$ cat src/rtl/fp_decode_seq.sv
// Purpose: rebuilds the 13-bit two's complement value D = (-1)^S * F * 2^E from an {S,E,F} float triple.
// Latency: iterative shifter gives out_valid E+1 edges after accept; FPDEC_ONECYCLE_EN gives it on the accept edge.
// Backpressure: one triple in flight; in_ready is low until the D result is taken with out_valid && out_ready.
//
// Ports:
//   clk, rst             rising-edge clock, synchronous active-high reset
//   in_valid / in_ready  upstream handshake for the triple S (1b), E (3b), F (5b)
//   out_valid / out_ready downstream handshake for D (13b two's complement)
//   busy                 high while a triple is being shifted or waiting for downstream
// Compile-time option: define FPDEC_ONECYCLE_EN for a single-cycle barrel shift instead of the
// one-bit-per-cycle shifter. D values are identical in both builds.

module fp_decode_seq (
  input  logic        clk,
  input  logic        rst,
  input  logic        in_valid,
  output logic        in_ready,
  input  logic        S,
  input  logic [2:0]  E,
  input  logic [4:0]  F,
  output logic        out_valid,
  input  logic        out_ready,
  output logic [12:0] D,
  output logic        busy
);

  typedef enum logic [1:0] {
    ST_IDLE  = 2'd0,
    ST_SHIFT = 2'd1,
    ST_DONE  = 2'd2
  } state_t;

  state_t      state_q, state_d;
  logic        out_valid_q, out_valid_d;
  logic [12:0] d_q, d_d;
  logic        accept;

`ifdef FPDEC_ONECYCLE_EN
  logic [12:0] shifted;
`else
  logic        s_q, s_d;
  logic [2:0]  cnt_q, cnt_d;
  logic [12:0] mag_q, mag_d;
`endif

  assign accept    = in_valid && (state_q == ST_IDLE);
  assign in_ready  = (state_q == ST_IDLE);
  assign busy      = (state_q != ST_IDLE);
  assign out_valid = out_valid_q;
  assign D         = d_q;

  always_comb begin
    state_d     = state_q;
    out_valid_d = out_valid_q;
    d_d         = d_q;
`ifdef FPDEC_ONECYCLE_EN
    // Largest magnitude is 31<<7 = 0x0F80, so the 13-bit shift never overflows.
    shifted     = {8'b0, F} << E;
`else
    s_d         = s_q;
    cnt_d       = cnt_q;
    mag_d       = mag_q;
`endif

    case (state_q)
      ST_IDLE: begin
        if (accept) begin
`ifdef FPDEC_ONECYCLE_EN
          d_d         = S ? (~shifted + 13'd1) : shifted;
          out_valid_d = 1'b1;
          state_d     = ST_DONE;
`else
          s_d     = S;
          cnt_d   = E;
          mag_d   = {8'b0, F};
          state_d = ST_SHIFT;
`endif
        end
      end

`ifndef FPDEC_ONECYCLE_EN
      ST_SHIFT: begin
        if (cnt_q != 3'd0) begin
          mag_d = {mag_q[11:0], 1'b0};
          cnt_d = cnt_q - 3'd1;
        end else begin
          // Negating zero wraps back to zero, so S=1,F=0 yields D=0.
          d_d         = s_q ? (~mag_q + 13'd1) : mag_q;
          out_valid_d = 1'b1;
          state_d     = ST_DONE;
        end
      end
`endif

      ST_DONE: begin
        if (out_ready) begin
          out_valid_d = 1'b0;
          state_d     = ST_IDLE;
        end
      end

      default: begin
        out_valid_d = 1'b0;
        state_d     = ST_IDLE;
      end
    endcase
  end

  always_ff @(posedge clk) begin
    if (rst) begin
      state_q     <= ST_IDLE;
      out_valid_q <= 1'b0;
      d_q         <= 13'd0;
`ifndef FPDEC_ONECYCLE_EN
      s_q         <= 1'b0;
      cnt_q       <= 3'd0;
      mag_q       <= 13'd0;
`endif
    end else begin
      state_q     <= state_d;
      out_valid_q <= out_valid_d;
      d_q         <= d_d;
`ifndef FPDEC_ONECYCLE_EN
      s_q         <= s_d;
      cnt_q       <= cnt_d;
      mag_q       <= mag_d;
`endif
    end
  end

endmodule

$ cat config.mk
export PLATFORM = sky130hd
export DESIGN_NAME = fp_decode_seq
export DESIGN_NICKNAME = d
export VERILOG_FILES = /design/src/rtl/fp_decode_seq.sv
export SDC_FILE = /design/constraint.sdc
export NUM_CORES = 1
export LEC_CHECK = 0
export CAP_MARGIN = 20
export CORE_MARGIN = 1
export CORE_UTILIZATION = 55
export DETAILED_ROUTE_END_ITERATION = 12
export GPL_ROUTABILITY_DRIVEN = 0
export GPL_TIMING_DRIVEN = 1
export PLACE_DENSITY_LB_ADDON = 0.05
export SYNTH_ARGS = -nofsm -noshare
export SYNTH_HDL_FRONTEND = slang
export SYNTH_SLANG_ARGS = --single-unit
$ cat constraint.sdc
create_clock -name clk -period 6.01 [get_ports clk]
set_clock_uncertainty 0.05 [all_clocks]
set_input_delay 1.5025 -clock clk [delete_from_list [all_inputs] [get_ports clk]]
set_output_delay 1.5025 -clock clk [all_outputs]
set_load 0.1 [all_outputs]
==> results.md, run 1 <==
- The run finished with clean final reports.
- The register-to-register setup slack is 4020 ps.
- The number of nets handed over by synthesis was 188.
- The estimated wirelength of the detail-placed design is 2140 um.
- The number of synthesized flops with an enable pin is 0.
- The number of violations of the max-capacitance limit is 0.
- From left edge to right edge, the die measures 55.4 um.
- The worst setup path is of the register to output port kind.
- Row generation in the floorplan step produced 18 rows.
- The number of antenna violations at the first check in global routing came to 0.
- Counting flops with an async set or reset pin after synthesis yields a share of 0%.
- Cells with a size suffix above 1 make up 9.09% of the layout.
- The reg-to-reg critical path startpoint is cnt_q[0].
- The number of I/O port buffers is 28.
- Sequential elements use 42.1% of the synthesized area.
- Counting flops and latches in the post-synthesis netlist gives 33.
- After synthesis, the cell types taking the most area are dfxtp_1, nor2_1, a211oi_1.
- The region available for standard cell placement spans 0.00259 sq mm.
- In this design, the largest share of critical-path delay is due to buffers and inverters.
- The arrival time of data at the critical path endpoint is 2120 ps.
- The total setup buffers inserted after CTS is 0.
- Setup repair after global routing left no endpoint under its margin.
- The clock tree from TritonCTS is yes.
- Traced cell by cell, the critical path runs through nor2_1 > clkdlybuf4s50_1.
- The worst register-to-register path has a depth of 8.
- The pre-antenna-repair detailed-routing pass consisted of 4 iterations.
- The met2 wire length is 1480 um.
- The combined buffer and inverter count along the critical path is 1.
- The hold buffer count at CTS is 0.
- The first global-routing pass estimated 5420 um of wire.
- The total power per unit cell area is approximately 290 mW/mm^2.
- The critical path depth is 2.
- For this run, design rule violations remaining after detail routing come to 0.
- Entering global routing, the biggest net connects 28 pins.
- The die covers 0.00307 sq mm.
- In this run the clock root is driven by a clkbuf_4.
- The count of H-tree levels built during CTS is 2.
- STA classifies the critical path startpoint as a register.
- The clock slew seen by the registers of the worst setup and hold paths is 100 ps.
- IR analysis of the VDD net gives a maximum drop of about 0.22 mV.
- Each instance of the synthesized netlist takes up on average 9.11 sq um.
- In this run the tightest slew margin relative to its limit is 34.4%.
- In the routed layout, each cell is associated on average with a via count of 5.93.
- STA puts the critical path data required time at 4460 ps.
- Post-CTS repair changed the size of 0 cells.
- The top-level I/O count is 29.
- The number of global-route vias before repair came to ~1300.
- The area of the mapped netlist is 0.00157 sq mm.
- The core occupancy in the finished layout is between 70% and 80%.
- At the pin with the least slew margin, the transition time is 981 ps.
- The top cell type by total area after synthesis is dfxtp_1.
- For this run, the number of Yosys warnings is 0.
- The worst-case clock buffer depth is 2.
- In this run, CTS created clock tree buffers numbering 5.
- Adding up every negative setup slack in the final design gives 0 ps.
- The total count of hold-check failures in the final report is 0.
- The class of the worst hold path is register to register.
- STA classifies the critical path endpoint as an output port.
- The routed layout has around 1400 vias.
- The analysis attributes to cell leakage a power of 0.728 nW.
- The violation count after the first detailed-routing iteration is 25.
- The number of failing setup endpoints in the final timing report is 0.
- The TritonCTS sink count is 33.
- The die extent in y is around 55 um.
- Counting instances, the worst hold path has a depth of 2.
- The dominant register cell in the synthesized netlist is dfxtp_1.
- The smallest setup slack after layout is around 2300 ps.
- The total overflow reported by the global router is 0.
- The repair_antennas step left the layout with diodes totalling 0.
- The area growth from synthesis to layout is 21.0%.
- The end of the worst register-to-register path is mag_q[7].
- After technology mapping, the gate count stands at 172.
- Derived from the worst setup path, the maximum achievable clock frequency is 273 MHz.
- The top cell types in the final layout, fill and taps aside, are dfxtp_1, clkdlybuf4s50_1, nor2_1.
- The wire length on met3 is 226 um.
- The final period utilization is approximately 61%.
- The end point of the critical path is in_ready.
- The worst setup timing slack at the placement stage is 2360 ps.
- The wire length reported by the detailed router is about 3200 um.
- The routed length per placed instance is 13.9 um.
- The completed layout was analyzed and its total power is ~0.56 mW.
- The highest signal layer in the routed design is met4.
- Along the worst path, the maximum fanout reaches 5.
- The number of max-slew violations in the final report is 0.
- At the later pin of the worst-skew pair, clock insertion delay measures around 340 ps.
- The library cell used most frequently in the layout, excluding fill and tap cells, is dfxtp_1.
- The maximum cell stage delay along the critical path is 1190 ps.
- The worst path in the final design needs a cycle of 3670 ps, including I/O delays and setup.
- Global routing used 22.5% of the available tracks.
- The detail route stage leaves a number of antenna-violating nets equal to 0.
- The largest individual stage delay along the critical path comes from the cell clkdlybuf4s50_1.
- The number of nets in the layout is 213.
- After synthesis, the largest area contributor takes up 42.1% of total cell area.
- The most critical setup path has its startpoint at state_q[1].
- The initial core utilization is 60.5%.
- After detailed routing, the wire length on met1 is approximately 1400 um.
- The synthesized netlist contains 37 unique library cells.
cells in the mapped netlist, drive strengths merged (5+ instances only):
| cell type | instances |
|---|---|
| nor2 | 25 |
| nand2b | 6 |
| o21ai | 5 |
| a22o | 10 |
| clkbuf | 6 |
| a21oi | 10 |
| dfxtp | 33 |
| buf | 6 |
| a211oi | 12 |
| inv | 8 |
sequential cells by signal (all words and copies together) (netlist names):
register / count
D: 13
mag_q: 13
cnt_q: 3
state_q: 2
out_valid: 1
s_q: 1
cell families (layout without fill, tap and decap cells):
logic type      Yosys count  after routing  synth area share [%]
simple gates             56             56                  18.9
compound gates           49             49                  24.7
flops                    33             33                  42.1
buf+inv                  20             46                  5.43
xor+xnor                  7              7                  3.91
mux                       4              4                  2.55
fa+ha+maj                 3              3                  2.39
area by class of cell:
| class | count | area (sq um) |
|---|---|---|
| Tap cell | 30 | 37.5 |
| Fill cell | 220 | 693 |
| Multi-Input combinational cell | 119 | 822 |
| Clock inverter | 2 | 10.0 |
| Inverter | 8 | 30.0 |
| Sequential cell | 33 | 661 |
| Timing Repair Buffer | 30 | 295 |
| Clock buffer | 6 | 41.3 |
layer usage:
metal,track usage (%),vias to the layer above
met2,36.0,47
li1,-,678
met4,11.8,0
met5,0,-
met1,25.6,613
met3,9.13,14
tightest hold or removal path: cells and delay by family (launching register included):
family | cells | cell delay (ps)
DFF | 1 | 330
and+or+nand+nor | 1 | 60
AOI/OAI and AO/OA | 1 | 50
power by group:
group          switching (mW)  leakage [nW]  internal, mW
logic                   0.131         0.427        0.0593
clock network          0.0738        0.0320        0.0445
registers              0.0142         0.269         0.235
total                   0.219         0.728         0.339
stage by stage:
| stage | hold WS, ps | instances | cell area, sq um |
|---|---|---|---|
| floorplan | 390 | 172 | 1570 |
| global placement | 407 | 219 | 1840 |
| detailed placement | 416 | 219 | 1840 |
| CTS | 422 | 227 | 1890 |
| global route | 454 | 228 | 1900 |
| finish | 422 | 228 | 1900 |
worst min-delay path by stage:
stage	from	endpoint
floorplan	mag_q[0]	D[0]
global placement	cnt_q[1]	cnt_q[1]
detailed placement	D[0]	D[0]
CTS	mag_q[0]	D[0]
global route	mag_q[0]	D[0]
finish	mag_q[0]	D[0]
Note: power is estimated with default switching activity, not from simulation.
==> inputs of run 2 (changes only) <==
--- a/config.mk
+++ b/config.mk
@@ -7,7 +7,7 @@
 export LEC_CHECK = 0
 export CAP_MARGIN = 20
 export CORE_MARGIN = 1
-export CORE_UTILIZATION = 55
+export CORE_UTILIZATION = 51
 export DETAILED_ROUTE_END_ITERATION = 12
 export GPL_ROUTABILITY_DRIVEN = 0
 export GPL_TIMING_DRIVEN = 1
==> constraint.sdc (replaced) <==
create_clock -name clk -period 3.46 [get_ports clk]
set_clock_uncertainty 0.05 [all_clocks]
set_input_delay 0.865 -clock clk [delete_from_list [all_inputs] [get_ports clk]]
set_output_delay 0.865 -clock clk [all_outputs]
set_load 0.1 [all_outputs]
==> results.md, run 2 (synthesized netlist as in run 1, its figures left out) <==
- The run finished, with violations left.
- The checks that failed: DRC.
- The number of nets with antenna violations after routing is 0 (unchanged).
- The estimated wirelength of the detail-placed design is 2280 um (+6.7%).
- The clock network latency to the later pin of the worst-skew pair came to 350 ps (about the same).
- The worst-case headroom to the max-slew limit is 57.3% (+23 points).
- The post-synthesis to final-layout area growth is 20.8%.
- The pin count of the biggest net entering global routing is 17 (-39%).
- The violation count after the first detailed-routing iteration was 61 (+140%).
- STA classifies the critical path endpoint as a register.
- The number of violations of the max-capacitance limit is 0 (unchanged).
- The library cells used most frequently in the layout, excluding fill and tap cells, are dfxtp_1, nor2_1, buf_4.
- The launch point of the worst path is rst.
- The top-level I/O count was 29 (unchanged).
- The arrival time of data at the critical path endpoint is 2490 ps (+370 ps).
- The total count of hold-check failures in the final report was 0 (unchanged).
- The summed area of non-filler cells in the final layout was 0.00189 sq mm (-0.13%).
- The die extent in x is 57.4 um (+3.7%).
- The total power per unit cell area is 534 mW/mm^2 (+82%).
- The standard cell core area is 0.00283 sq mm (+9.2%).
- The fraction of layout instances using a drive strength above 1 came to 19.0% (+9.9 points).
- The end of the worst register-to-register path is mag_q[7].
- The critical path depth is 4 (+2).
- The antenna diode count is 0 (unchanged).
- The buffer cell driving the clock tree root is clkbuf_4.
- Traced cell by cell, the critical path runs through clkdlybuf4s50_1 > inv_1 > and4_1 > a311o_1.
- The number of cells on the worst reg-to-reg path came to 7 (-1).
- The count of H-tree levels built during CTS is 2 (unchanged).
- Setup repair after global routing left no endpoint under its margin.
- The highest fanout seen on the critical path is 16 (+11).
- The number of failing setup endpoints in the final timing report came to 0 (unchanged).
- The slew at the pin closest to its max-slew limit came to 641 ps (-339 ps).
- The most common library cell in the layout ignoring fill and taps is dfxtp_1.
- The final critical delay including setup and external delays is 2310 ps.
- The instance area at placement is 0.00182 sq mm (-0.75%).
- The post-CTS resize count is 0 (unchanged).
- The type of the worst setup path is primary input to register.
- The hold buffer count at CTS is 0 (unchanged).
- The total setup buffers inserted after CTS is 0 (unchanged).
- The number of nets in the layout is 215 (+0.94%).
- The DRC violation count after routing is 2 (+2).
- The slowest cell on the critical path is clkdlybuf4s50_1.
- The timing-limited maximum frequency is 433 MHz.
- The site row count is 19 (+1).
- The floorplan die area is 0.00330 sq mm (+7.6%).
- The detail-routed via count per cell is 5.82 (-1.9%).
- The startpoint type of the worst setup path is a primary input.
- The number of global-route vias before repair is 1255 (-1.3%).
- The TritonCTS sink count is 33 (unchanged).
- The worst register-to-register path begins at cnt_q[0].
- The worst hold slack is 430 ps (+7.79 ps).
- The first-pass GRT wire length is 5700 um (+5.1%).
- The leakage power of the design is 0.777 nW (+6.8%).
- The core occupancy in the finished layout was 67.0% (-6.3 points).
- The worst vdd rail ir drop is 0.296 mV (+34%).
- The combined buffer and inverter count along the critical path came to 2 (+1).
- The worst hold path belongs to the class register to register.
- The data required time at the worst endpoint is 3650 ps (-810 ps).
- The total overflow reported by the global router was 0 (unchanged).
- The CTS buffer count is 5 (unchanged).
- The overall routing resource usage is 23.1% (+0.63 points).
- The clock slew seen by the registers of the worst setup and hold paths is 100 ps (about the same).
- The setup TNS after final layout is 0 ps (unchanged).
- The die extent in y is 57.4 um (+3.7%).
- The number of antenna violations at the first check in global routing came to 0 (unchanged).
- The initial core utilization was 55.4% (-5.1 points).
- The number of detailed-routing iterations run before antenna repair is 8 (+4).
- The number of I/O port buffers was 28 (unchanged).
- The wire length reported by the detailed router came to 3270 um (+3.4%).
- The register-to-register setup slack is 1320 ps (-2700 ps).
- The clock tree from TritonCTS is yes.
- The routed length per placed instance is 14.2 um (+2.1%).
- The kind of cell adding the most delay to the critical path is buffers and inverters.
- In the finished design, the share of the clock period the worst path needs comes to 66.7%.
- The maximum cell stage delay along the critical path is 840 ps (-350 ps).
- The critical path ends at D[10].
- The count of fill cells added during filler insertion was 237 (+7.7%).
- The number of max-slew violations in the final report came to 0 (unchanged).
- The total via count after detailed routing is 1344 (-0.59%).
- The worst-case clock buffer depth was 2 (unchanged).
==> run 2: final cells by class <==
type | instances | area, sq um | area share, %
clock inverters | 1 | 5.00 | 0.264
inverters | 8 | 30.0 | 1.59
multi-input cells | 119 | 825 | 43.5
clock buffers | 7 | 65.1 | 3.43
flip-flops and latches | 33 | 661 | 34.9
repair buffers | 32 | 270 | 14.3
well taps | 31 | 38.8 | 2.05
==> run 2: power breakdown <==
part           leakage [nW]  internal [mW]  switching [mW]
sequential            0.269          0.408          0.0255
combinational         0.467         0.0995           0.227
clock                0.0413          0.118           0.134
total                 0.777          0.626           0.386
==> run 2: how the worst min path moves through the flow <==
stage | to | startpoint | cells past startpoint | slack (ps)
final | D[0] | D[0] | 2 | 430
after global routing | D[11] | D[11] | 1 | 450
after CTS | cnt_q[1] | cnt_q[1] | 2 | 440
after detailed placement | D[0] | D[0] | 2 | 420
after global placement | D[0] | D[0] | 2 | 400
after floorplan | D[0] | mag_q[0] | 2 | 390
==> run 2: worst min-delay path: cells and delay by family (launching register included) <==
kind | cells | cell delay [ps]
DFF | 1 | 330
AOI/OAI and AO/OA | 1 | 60
and+or+nand+nor | 1 | 50
==> run 2: layer usage <==
metal  wire length (um)  part of all wire [%]  track usage (%)  up-vias
li1                   -                     -                -      681
met1               1510                    46             27.5      621
met2               1550                    47             37.7       34
met3                121                   3.7             4.99        8
met4                 87                   2.7             14.6        0
met5                  0                     0                0        -
==> run 2: metrics by stage <==
stage | std cells | setup slack [ps] | power (mW)
CTS | 231 | 1170 | 1.02
detailed placement | 223 | 778 | 0.768
finish | 231 | 1150 | 1.01
global placement | 223 | 836 | 0.762
floorplan | 172 | 624 | 0.696
global route | 231 | 1050 | 1.06
==> inputs of run 3 (changes only) <==
==> constraint.sdc (replaced) <==
create_clock -name clk -period 2.25 [get_ports clk]
set_clock_uncertainty 0.05 [all_clocks]
set_input_delay 0.5625 -clock clk [delete_from_list [all_inputs] [get_ports clk]]
set_output_delay 0.5625 -clock clk [all_outputs]
set_load 0.1 [all_outputs]
==> results.md, run 3 (synthesized netlist as in run 1, its figures left out) <==
- The reg-to-reg critical path startpoint is mag_q[2].
- The total via count after detailed routing is 1347 (+0.22%).
- The CTS buffer count is 5 (unchanged).
- The number of I/O port buffers is 28 (unchanged).
- The number of detailed-routing iterations run before antenna repair is 8 (unchanged).
- Traced cell by cell, the critical path runs through or3_1 > o41ai_1 > nor4_1 > a311o_1.
- The slew at the pin closest to its max-slew limit is 775 ps (+134 ps).
- The site row count came to 19 (unchanged).
- The combined buffer and inverter count along the critical path is 0 (-2).
- Setup repair after global routing left no endpoint under its margin.
- Counting I/O delays and the setup requirement, the final critical path takes 2050 ps.
- The critical path capture point type is a register.
- The worst-case clock buffer depth is 2 (unchanged).
- The class of the worst hold path is register to register.
- The count of H-tree levels built during CTS was 2 (unchanged).
- The timing-limited maximum frequency is 487 MHz.
- The post-synthesis to final-layout area growth is 24.7%.
- The number of antenna violations at the first check in global routing is 0 (unchanged).
- The register-to-register setup slack came to 200 ps (-1120 ps).
- The worst vdd rail ir drop is 0.607 mV (+110%).
- The TritonCTS sink count is 33 (unchanged).
- TritonCTS built the clock tree.
- The instance area at placement is 0.00187 sq mm (+2.5%).
- The number of nets in the layout is 217 (+0.93%).
- The fraction of layout instances using a drive strength above 1 was 19.3% (+0.31 points).
- The violation count after the first detailed-routing iteration was 30 (-51%).
- The critical path depth is 4 (unchanged).
- The overall routing resource usage was 23.2% (+0.051 points).
- The buffer cell driving the clock tree root is clkbuf_4.
- The checks that failed: DRC.
- The highest fanout seen on the critical path is 8 (-8).
- The pin count of the biggest net entering global routing was 15 (-2).
- Following the worst setup path forward leads to its endpoint at D[8].
- The worst setup timing slack at the placement stage is 133 ps (-645 ps).
- The final period utilization is 91.2%.
- The total power per unit cell area is 852 mW/mm^2 (+60%).
- The arrival time of data at the critical path endpoint is 2230 ps (-260 ps).
- The most common library cell in the layout ignoring fill and taps is dfxtp_1.
- The data required time at the worst endpoint was 2430 ps (-1220 ps).
- The summed area of non-filler cells in the final layout is 0.00195 sq mm (+3.2%).
- In the layout the commonest cells are dfxtp_1, nor2_1, buf_4.
- The first-pass GRT wire length is 5820 um (+2.2%).
- The detail-routed via count per cell came to 5.78 (-0.64%).
- The clock network latency to the later pin of the worst-skew pair came to 330 ps (-20 ps).
- The post-CTS resize count is 0 (unchanged).
- Broken down by cell family, the worst path's largest delay share belongs to compound AO/OA/AOI/OAI gates.
- The top-level I/O count is 29 (unchanged).
- The hold buffer count at CTS came to 0 (unchanged).
- Tracing the worst setup path back leads to its startpoint at mag_q[2].
- The clock slew seen by the registers of the worst setup and hold paths was 100 ps (about the same).
- The smallest setup slack after layout is 198 ps (-953 ps).
- The run finished, with violations left.
- The total count of hold-check failures in the final report is 0 (unchanged).
- The number of violations of the max-capacitance limit is 0 (unchanged).
- The initial core utilization is 55.4% (unchanged).
- The total setup buffers inserted after CTS is 0 (unchanged).
- The number of max-slew violations in the final report is 0 (unchanged).
- The maximum cell stage delay along the critical path is 540 ps (-300 ps).
- The die extent in y is 57.4 um (unchanged).
- The antenna diode count came to 0 (unchanged).
- The estimated wirelength of the detail-placed design is 2410 um (+5.6%).
- The worst-case headroom to the max-slew limit came to 47.9% (-9.4 points).
- The endpoint identified for the worst register-to-register timing path is D[8].
- The DRC violation count after routing is 2 (unchanged).
- The type of the worst setup path is register to register.
- The floorplan die area is 0.00330 sq mm (unchanged).
- The worst setup path is launched from a register.
- The standard cell core area is 0.00283 sq mm (unchanged).
- The wire length reported by the detailed router came to 3270 um (about the same).
- The number of global-route vias before repair is 1299 (+3.5%).
- The routed length per placed instance is 14.0 um (-0.95%).
- The die extent in x is 57.4 um (unchanged).
- The setup TNS after final layout is 0 ps (unchanged).
- The leakage power of the design is 0.801 nW (+3.1%).
- The total overflow reported by the global router is 0 (unchanged).
- The number of nets with antenna violations after routing is 0 (unchanged).
- The slowest cell on the critical path is or3_1.
- The number of failing setup endpoints in the final timing report is 0 (unchanged).
- The number of cells on the worst reg-to-reg path came to 4 (-3).
run 3: cell count changes in the layout (fill, tap and decap cells not counted), sizes merged:
cell,delta
clkinv,-1
buf,+2
bufinv,+1
run 3: per-layer routing:
layer | up-vias | global-route usage [%] | wire length, um
met5 | - | 0 | 0
met4 | 0 | 8.36 | 50
met3 | 6 | 6.80 | 150
met2 | 29 | 38.9 | 1620
met1 | 628 | 28.1 | 1450
li1 | 684 | - | -
run 3: worst min-delay path by stage:
stage                     startpoint  endpoint  slack (ps)  cells after the start
after floorplan             mag_q[0]      D[0]         390                      2
after global placement          D[0]      D[0]         400                      2
after detailed placement        D[0]      D[0]         410                      2
after CTS                       D[0]      D[0]         430                      2
after global routing            D[0]      D[0]         450                      2
final                           D[0]      D[0]         420                      2
run 3: final cells by class:
class	count	area (sq um)
Clock buffer	7	55.1
Clock inverter	1	30.0
Fill cell	247	875
Inverter	8	30.0
Multi-Input combinational cell	119	830
Sequential cell	33	661
Tap cell	31	38.8
Timing Repair Buffer	34	310
run 3: power by group:
group / internal (mW) / leakage (nW) / total, mW / switching (mW)
clock: 0.265 / 0.0455 / 0.466 / 0.201
combinational: 0.176 / 0.487 / 0.527 / 0.351
sequential: 0.628 / 0.269 / 0.671 / 0.0428
run 3: worst register-to-register path: cells and delay by family, from the launching register on:
family           cells  cell delay (ps)
AND/OR/NAND/NOR      2              640
AO/OA/AOI/OAI        2              870
flip-flops           1              390
run 3: metrics by stage:
step | util (%) | total power, mW | instances | hold WS, ps
6_report | 69.1 | 1.66 | 233 | 423
2_1_floorplan | - | 1.07 | 172 | 390
3_5_place_dp | 66.1 | 1.21 | 225 | 405
5_1_grt | 69.1 | 1.75 | 233 | 452
3_3_place_gp | 66.1 | 1.20 | 225 | 403
4_1_cts | 69.1 | 1.68 | 233 | 426
